==> config.mk <==
export PLATFORM = sky130hd
export DESIGN_NAME = frame_scheduler
export DESIGN_NICKNAME = d
export VERILOG_FILES = /design/src/rtl/frame_scheduler.sv
export SDC_FILE = /design/constraint.sdc
export NUM_CORES = 1
export LEC_CHECK = 0
export CORE_MARGIN = 4
export CORE_UTILIZATION = 55
export DETAILED_ROUTE_END_ITERATION = 12
export GPL_TIMING_DRIVEN = 1
export PLACE_DENSITY = 0.8
export SLEW_MARGIN = 20
export SYNTH_ARGS = -nofsm -noshare
export SYNTH_HDL_FRONTEND = slang
export SYNTH_SLANG_ARGS = --single-unit
==> constraint.sdc <==
create_clock -name clk -period 2.5 [get_ports clk]
set_clock_uncertainty 0.2 [all_clocks]
set_input_delay 0.375 -clock clk [delete_from_list [all_inputs] [get_ports clk]]
set_output_delay 0.375 -clock clk [all_outputs]
set_load 0.03 [all_outputs]
==> src/rtl/frame_scheduler.sv <==
// Camera frame scheduler: arms on a downlink command, captures between vsync edges, drains the buffer, repeats.
// Optional FRAME_SCHED_OVERFLOW_ABORT_EN: fifo_full during CAPTURE aborts the capture straight into DRAIN.
module frame_scheduler #(
  parameter int GAP_CYCLES  = 1024,
  parameter int DRAIN_IDLE  = 16,
  parameter int ARM_TIMEOUT = 1048576
) (
  input  logic       clk,
  input  logic       rst_n,
  input  logic       cmd_valid,
  input  logic       cmd_resolution,
  input  logic [2:0] cmd_compression,
  input  logic [3:0] cmd_repetition,
  input  logic       vsync,
  input  logic       fifo_empty,
  input  logic       fifo_full,
  output logic       capture_en,
  output logic [2:0] compress_command,
  output logic       camera_res,
  output logic       tx_trigger,
  output logic       busy,
  output logic [7:0] frame_count,
  output logic       overflow,
  output logic       timeout,
  output logic       cmd_dropped
);

  localparam int MAX_A   = (GAP_CYCLES > DRAIN_IDLE) ? GAP_CYCLES : DRAIN_IDLE;
  localparam int MAX_CNT = (MAX_A > ARM_TIMEOUT) ? MAX_A : ARM_TIMEOUT;
  localparam int CNT_W   = $clog2(MAX_CNT + 1);
  localparam logic [CNT_W-1:0] ARM_LAST   = CNT_W'(ARM_TIMEOUT - 1);
  localparam logic [CNT_W-1:0] DRAIN_LAST = CNT_W'(DRAIN_IDLE - 1);
  localparam logic [CNT_W-1:0] GAP_LAST   = CNT_W'(GAP_CYCLES - 1);

  typedef enum logic [2:0] {IDLE, ARM, CAPTURE, DRAIN, GAP} state_t;

  state_t           state_reg, state_next;
  logic [CNT_W-1:0] cnt_reg, cnt_next;
  logic [2:0]       vsync_sync_reg;
  logic             vsync_edge;
  logic             frame_done;
  logic             abort_now;
  logic             res_reg;
  logic [2:0]       comp_reg;
  logic [3:0]       rep_left_reg;
  logic [7:0]       frame_count_reg;
  logic             overflow_reg;
  logic             cmd_dropped_reg;

  // Bits [1:0] are the synchronizer; bit 2 is the previous synchronized value for edge detection.
  assign vsync_edge = vsync_sync_reg[1] & ~vsync_sync_reg[2];

`ifdef FRAME_SCHED_OVERFLOW_ABORT_EN
  assign abort_now = fifo_full;
`else
  assign abort_now = 1'b0;
`endif

  always_ff @(posedge clk or negedge rst_n) begin
    if (!rst_n) begin
      state_reg      <= IDLE;
      cnt_reg        <= '0;
      vsync_sync_reg <= '0;
    end else begin
      state_reg      <= state_next;
      cnt_reg        <= cnt_next;
      vsync_sync_reg <= {vsync_sync_reg[1:0], vsync};
    end
  end

  // One shared counter: ARM timeout, consecutive-empty drain count, and GAP length.
  always_comb begin
    state_next = state_reg;
    cnt_next   = cnt_reg;
    frame_done = 1'b0;
    timeout    = 1'b0;
    capture_en = 1'b0;
    tx_trigger = 1'b0;
    busy       = (state_reg != IDLE);
    case (state_reg)
      IDLE: begin
        cnt_next = '0;
        if (cmd_valid) state_next = ARM;
      end
      ARM: begin
        if (vsync_edge) begin
          state_next = CAPTURE;
          cnt_next   = '0;
        end else if (cnt_reg == ARM_LAST) begin
          state_next = IDLE;
          cnt_next   = '0;
          timeout    = 1'b1;
        end else begin
          cnt_next = cnt_reg + CNT_W'(1);
        end
      end
      CAPTURE: begin
        capture_en = 1'b1;
        tx_trigger = 1'b1;
        if (vsync_edge || abort_now) begin
          state_next = DRAIN;
          cnt_next   = '0;
        end
      end
      DRAIN: begin
        tx_trigger = 1'b1;
        if (!fifo_empty) begin
          cnt_next = '0;
        end else if (cnt_reg == DRAIN_LAST) begin
          frame_done = 1'b1;
          cnt_next   = '0;
          state_next = (rep_left_reg <= 4'd1) ? IDLE : GAP;
        end else begin
          cnt_next = cnt_reg + CNT_W'(1);
        end
      end
      GAP: begin
        if (cnt_reg == GAP_LAST) begin
          state_next = ARM;
          cnt_next   = '0;
        end else begin
          cnt_next = cnt_reg + CNT_W'(1);
        end
      end
      default: begin
        state_next = IDLE;
        cnt_next   = '0;
      end
    endcase
  end

  always_ff @(posedge clk or negedge rst_n) begin
    if (!rst_n) begin
      res_reg         <= 1'b0;
      comp_reg        <= '0;
      rep_left_reg    <= '0;
      frame_count_reg <= '0;
      overflow_reg    <= 1'b0;
      cmd_dropped_reg <= 1'b0;
    end else begin
      cmd_dropped_reg <= cmd_valid && (state_reg != IDLE);
      if (state_reg == IDLE && cmd_valid) begin
        res_reg      <= cmd_resolution;
        comp_reg     <= cmd_compression;
        rep_left_reg <= (cmd_repetition == 4'd0) ? 4'd1 : cmd_repetition;
        overflow_reg <= 1'b0;
      end else begin
        if (state_reg == CAPTURE && fifo_full) overflow_reg <= 1'b1;
        if (frame_done) begin
          frame_count_reg <= frame_count_reg + 8'd1;
          rep_left_reg    <= rep_left_reg - 4'd1;
        end
      end
    end
  end

  assign compress_command = comp_reg;
  assign camera_res       = res_reg;
  assign frame_count      = frame_count_reg;
  assign overflow         = overflow_reg;
  assign cmd_dropped      = cmd_dropped_reg;

endmodule

# After elaboration in Yosys (flattened, before gate mapping)
# Index checks and enable logic that the tools add are counted.
# classes
n_addsub	3
order_cmp	1
n_eq_ne	13
n_mux	29
bitwise	3
n_reduce_logical	11
# op_table
op	n
21-bit two-way mux	6
21-bit one-hot mux with 4 select lines	1
3-bit two-way mux	8
21-bit by 1-bit adder with 21-bit output, second input constant	1
21-bit by 10-bit equality test with 1-bit output, second input constant	1
21-bit by 20-bit equality test with 1-bit output, second input constant	1
21-bit by 4-bit equality test with 1-bit output, second input constant	1
3-bit one-hot mux with 5 select lines	1
4-bit two-way mux	3
1-bit two-way mux	10
2-bit != test, second input constant	5
8-bit by 1-bit adder with 8-bit output, second input constant	1
3-bit by 2-bit equality test with 1-bit output, second input constant	2
6-bit AND reduction	1
4-bit by 1-bit <= comparator with 1-bit output, second input constant	1
4-bit zero test	1
2-bit nonzero test	2
4-bit by 1-bit subtractor with 4-bit output, second input constant	1
3-bit by 1-bit equality test with 1-bit output, second input constant	1
3-bit equality test, second input constant	1
1-bit logical AND	3
3-bit zero test	1
3-bit != test, second input constant	1
3-bit nonzero test	1
other kinds (4)	5
# totals
ff_bits	45
input_bits	14
out_inout_bits	18
wordCells	69

# Logic depth before layout (Yosys ltp)
# depth
word_depth	6
depth_mapped	9
ltp_nobuf	7

# Worst setup path before layout
# Ideal clock, no wire load.
# synth_timing
path_type	reg2out
start	reg cnt_reg[0]
end	out timeout
t_arrival_ns	1.590
slack_ns	0.335
path_stages_with_launch	6
path_buffers	0
cell_sequence	dfrtp_1 ha_1 nand3_1 nor4_2 nand2_1 nor2_1
# synth_via
elab_chain_len	4
# synth_lines
element	line	source
start, declared	38	logic [CNT_W-1:0] cnt_reg, cnt_next;
start signal, assigned	66	cnt_reg <= cnt_next;
21-bit by 20-bit equality test with 1-bit output	89	end else if (cnt_reg == ARM_LAST) begin
1-bit two-way mux	89	
1-bit two-way mux	86	if (vsync_edge) begin
1-bit two-way mux	80	case (state_reg)
end, declared	24	output logic timeout,
# Every way passes these cells.

# Worst setup path in the final report
# layout_timing
start	reg state_reg[2]
end	out capture_en
# layout_via
elab_chain_len	2
# layout_lines
element	line	source
start, declared	37	state_t state_reg, state_next;
start signal, assigned	65	state_reg <= state_next;
3-bit by 2-bit equality test with 1-bit output	80	
1-bit two-way mux	80	
end, declared	17	output logic capture_en,
# Every way passes these cells.

==> results.cfg <==
[critical_path]
required_ps = 1920
cp.arrival_ps = 1800
timing.rr.start = cnt_reg[0]$_DFFE_PN0N_
end_kind = output pin
r2r_cells = 7
critPathLaunchType = flop
r2r-end = state_reg[0]$_DFFE_PN0P_
path_max_fanout = 7
setup.worst_path.class = reg2out
rrSetupSlack_ps = 140

[worst_hold_path]
hold_path_end = vsync_sync_reg[1]$_DFF_PN0_
hold_start = vsync_sync_reg[0]$_DFF_PN0_
min_path_type = reg2reg
hold-path-cell-count = 0

[drt]
wl_per_cell_um = 15.1
drt_iter0_markers = 112
ant_nets = 0
totalWireLength_um = 5240
drc = 0
num_vias = 2023
drtPass1Iterations = 4
viasPerCell = 5.81

[flow_run]
maxCapViolCount = 0

[clock_network]
insertion_delay_ps = 290
clk_pin_slew_ps = 80
cts_buffer_depth = 2
cts.sinks = 45
htreeDepth = 2
cts_tree = built
clockRootBuffer = clkbuf_8
cts-buffers-inserted = 5

[synth]
syn_area_um2 = 2410
synth_edf_count = 0
synth-seq-area-share = 0.468
synthCells = 253
ys_seq_elements = 45
synthArstFlopShare = 1.00
ys.flop_type = dfrtp_1
syn_avg_cell_area_um2 = 9.51
synth.distinct_cells = 47
syn_nets = 271
yosysWarnings = 0

[floorplanning]
die_w_um = 74.1
fp.dieArea_um2 = 5500
io_pins = 32
die_height_um = 74.1
start_util = 0.585
rows = 23
core_um2 = 4120

[placement]
dp_hpwl_um = 3870
placed_cells = 339
port_buffers = 31
gp_congestion = 0.844

[grt]
grt_pass1_vias = 2008
grt-ovfl-total = 0
antenna_found_initial = 0
grt_max_degree = 24
grt_pass1_wl_um = 9050
track_usage = 0.212

[sta]
rsz0062_at_grt = true
max_freq_ghz = 0.421
post-route-period-util = 0.951
maxSlewHeadroom = 0.634
finalCriticalPeriod_ps = 2380
final_max_slew_viol_count = 0
setup_viol = 0
worst_pin_slew_ps = 549
hold_viol_final = 0

[power]
switching_share = 0.380
ir_drop_uv = 450
clkPwrFrac = 0.209
internal-power_w = 0.00157
combPwrFrac = 0.407
p_leak_nw = 1.32
power_frac_seq = 0.384
cellPowerDensity_nw_per_um2 = 848
power.switching_w = 0.000958

[run_status]
status = finished clean

[finish]
antenna_cells = 0
fin_nets = 316
layout.cells.non_filler = 348
largest_reg_flops = 21
fillers = 329
fin_util = 0.723
area_growth_pct = 23.7
drive_gt1_frac = 0.134
-- power groups by stage --
stage / combinational [W] / sequential (W) / clock [W]
global route: 0.00114 / 0.000988 / 0.000562
global placement: 0.000993 / 0.000968 / 0
detailed placement: 0.00102 / 0.000976 / 0
floorplan: 0.000625 / 0.00101 / 0
finish: 0.00103 / 0.000969 / 0.000527
CTS: 0.00102 / 0.000962 / 0.000535
-- cell usage after synthesis, types with 3 or more instances --
master / instances / area share
a21o_1: 3 / 0.0094
a21oi_1: 8 / 0.017
and2_1: 3 / 0.0078
and3_1: 4 / 0.010
dfrtp_1: 45 / 0.47
ha_1: 4 / 0.021
inv_1: 5 / 0.0078
nand2_1: 41 / 0.064
nand3_1: 12 / 0.025
nand4_1: 8 / 0.021
nor2_1: 21 / 0.033
nor3_1: 12 / 0.025
nor4_1: 3 / 0.0078
nor4_4: 3 / 0.027
o21ai_0: 17 / 0.035
o21ai_1: 5 / 0.010
o31ai_1: 3 / 0.0094
or3_1: 8 / 0.021
xnor2_1: 4 / 0.015
xor2_1: 9 / 0.033
-- layer usage --
| layer | wire length (µm) | global-route usage | vias to the layer above |
|---|---|---|---|
| li1 | - | - | 990 |
| met1 | 2310 | 0.274 | 974 |
| met3 | 301 | 0.0405 | 10 |
| met2 | 2550 | 0.361 | 49 |
| met5 | 0 | 0 | - |
| met4 | 80 | 0.0664 | 0 |
-- critical path: stages, from the launching register on --
cell             delay, ps
dfrtp_1                490
nand2b_4               200
nor2_1                 120
clkdlybuf4s50_1        690
-- cell type report --
class / count / area (µm²) / area share
Clock inverter: 2 / 35.0 / 0.0118
Sequential cell: 45 / 1130 / 0.379
Timing Repair Buffer: 44 / 428 / 0.144
Multi-Input combinational cell: 196 / 1230 / 0.414
Clock buffer: 5 / 68.8 / 0.0231
Inverter: 6 / 22.5 / 0.00757
Tap cell: 50 / 62.6 / 0.0210
-- how the worst max path moves through the flow --
stage / startpoint / end
4_1_cts: cnt_reg[0]$_DFFE_PN0N_ / timeout
3_3_place_gp: fifo_empty / cnt_reg[15]$_DFFE_PN0N_
5_1_grt: cnt_reg[0]$_DFFE_PN0N_ / cnt_reg[7]$_DFFE_PN0N_
3_5_place_dp: cnt_reg[0]$_DFFE_PN0N_ / cnt_reg[20]$_DFFE_PN0N_
2_1_floorplan: cnt_reg[0]$_DFFE_PN0N_ / timeout
6_report: state_reg[2]$_DFFE_PN0P_ / capture_en
-- layout by cell type, fill, tap and decap left out, types with 2 or more instances in the layout --
cell | Yosys | routed
and2_1 | 3 | 3
nand2_1 | 41 | 41
nand4_1 | 8 | 8
nor4_1 | 3 | 3
buf_12 | 0 | 2
or3_1 | 8 | 8
mux2_2 | 2 | 2
o31ai_1 | 3 | 3
clkdlybuf4s50_1 | 0 | 29
o21ai_0 | 17 | 17
and3_1 | 4 | 3
xnor2_1 | 4 | 4
nor4_4 | 3 | 3
a21o_1 | 3 | 3
a22o_1 | 2 | 2
nor2b_1 | 2 | 2
nor2_1 | 21 | 21
a21oi_1 | 8 | 8
inv_1 | 5 | 5
and4_1 | 2 | 2
nand3_2 | 2 | 2
nand2b_1 | 2 | 2
ha_1 | 4 | 4
nand3_1 | 12 | 12
nor3_1 | 12 | 11
o21ai_1 | 5 | 5
xor2_1 | 9 | 9
clkbuf_8 | 0 | 5
dfrtp_1 | 45 | 44
buf_4 | 1 | 11
-- metrics by stage --
step                hold slack, ps  setup TNS [ps]  power (W)  area (µm²)  setup slack, ps
CTS                            155               0    0.00252        2960         0.000222
finish                         152               0    0.00252        2980              123
floorplan                     -121               0    0.00164        2410              335
global placement               140               0    0.00196        2840              118
detailed placement             137               0    0.00200        2840             39.3
global route                   164           -1.30    0.00269        2980            -1.30
-- repair_timing --
| item | in CTS | in global routing |
|---|---|---|
| hold buffers | 1 | 0 |
| hold endpoints to repair | 22 | 0 |
| gates resized for setup | 0 | 4 |
| setup buffers | 0 | 1 |
| endpoints found under the setup margin | 0 | 11 |
-- logic make-up after synthesis --
group           share of synthesized area
xor+xnor                           0.0473
compound gates                      0.115
flops                               0.468
simple gates                        0.310
mux                                0.0140
fa+ha+maj                          0.0208
buf+inv                            0.0244
No activity file was read; power rests on OpenSTA's default activity.
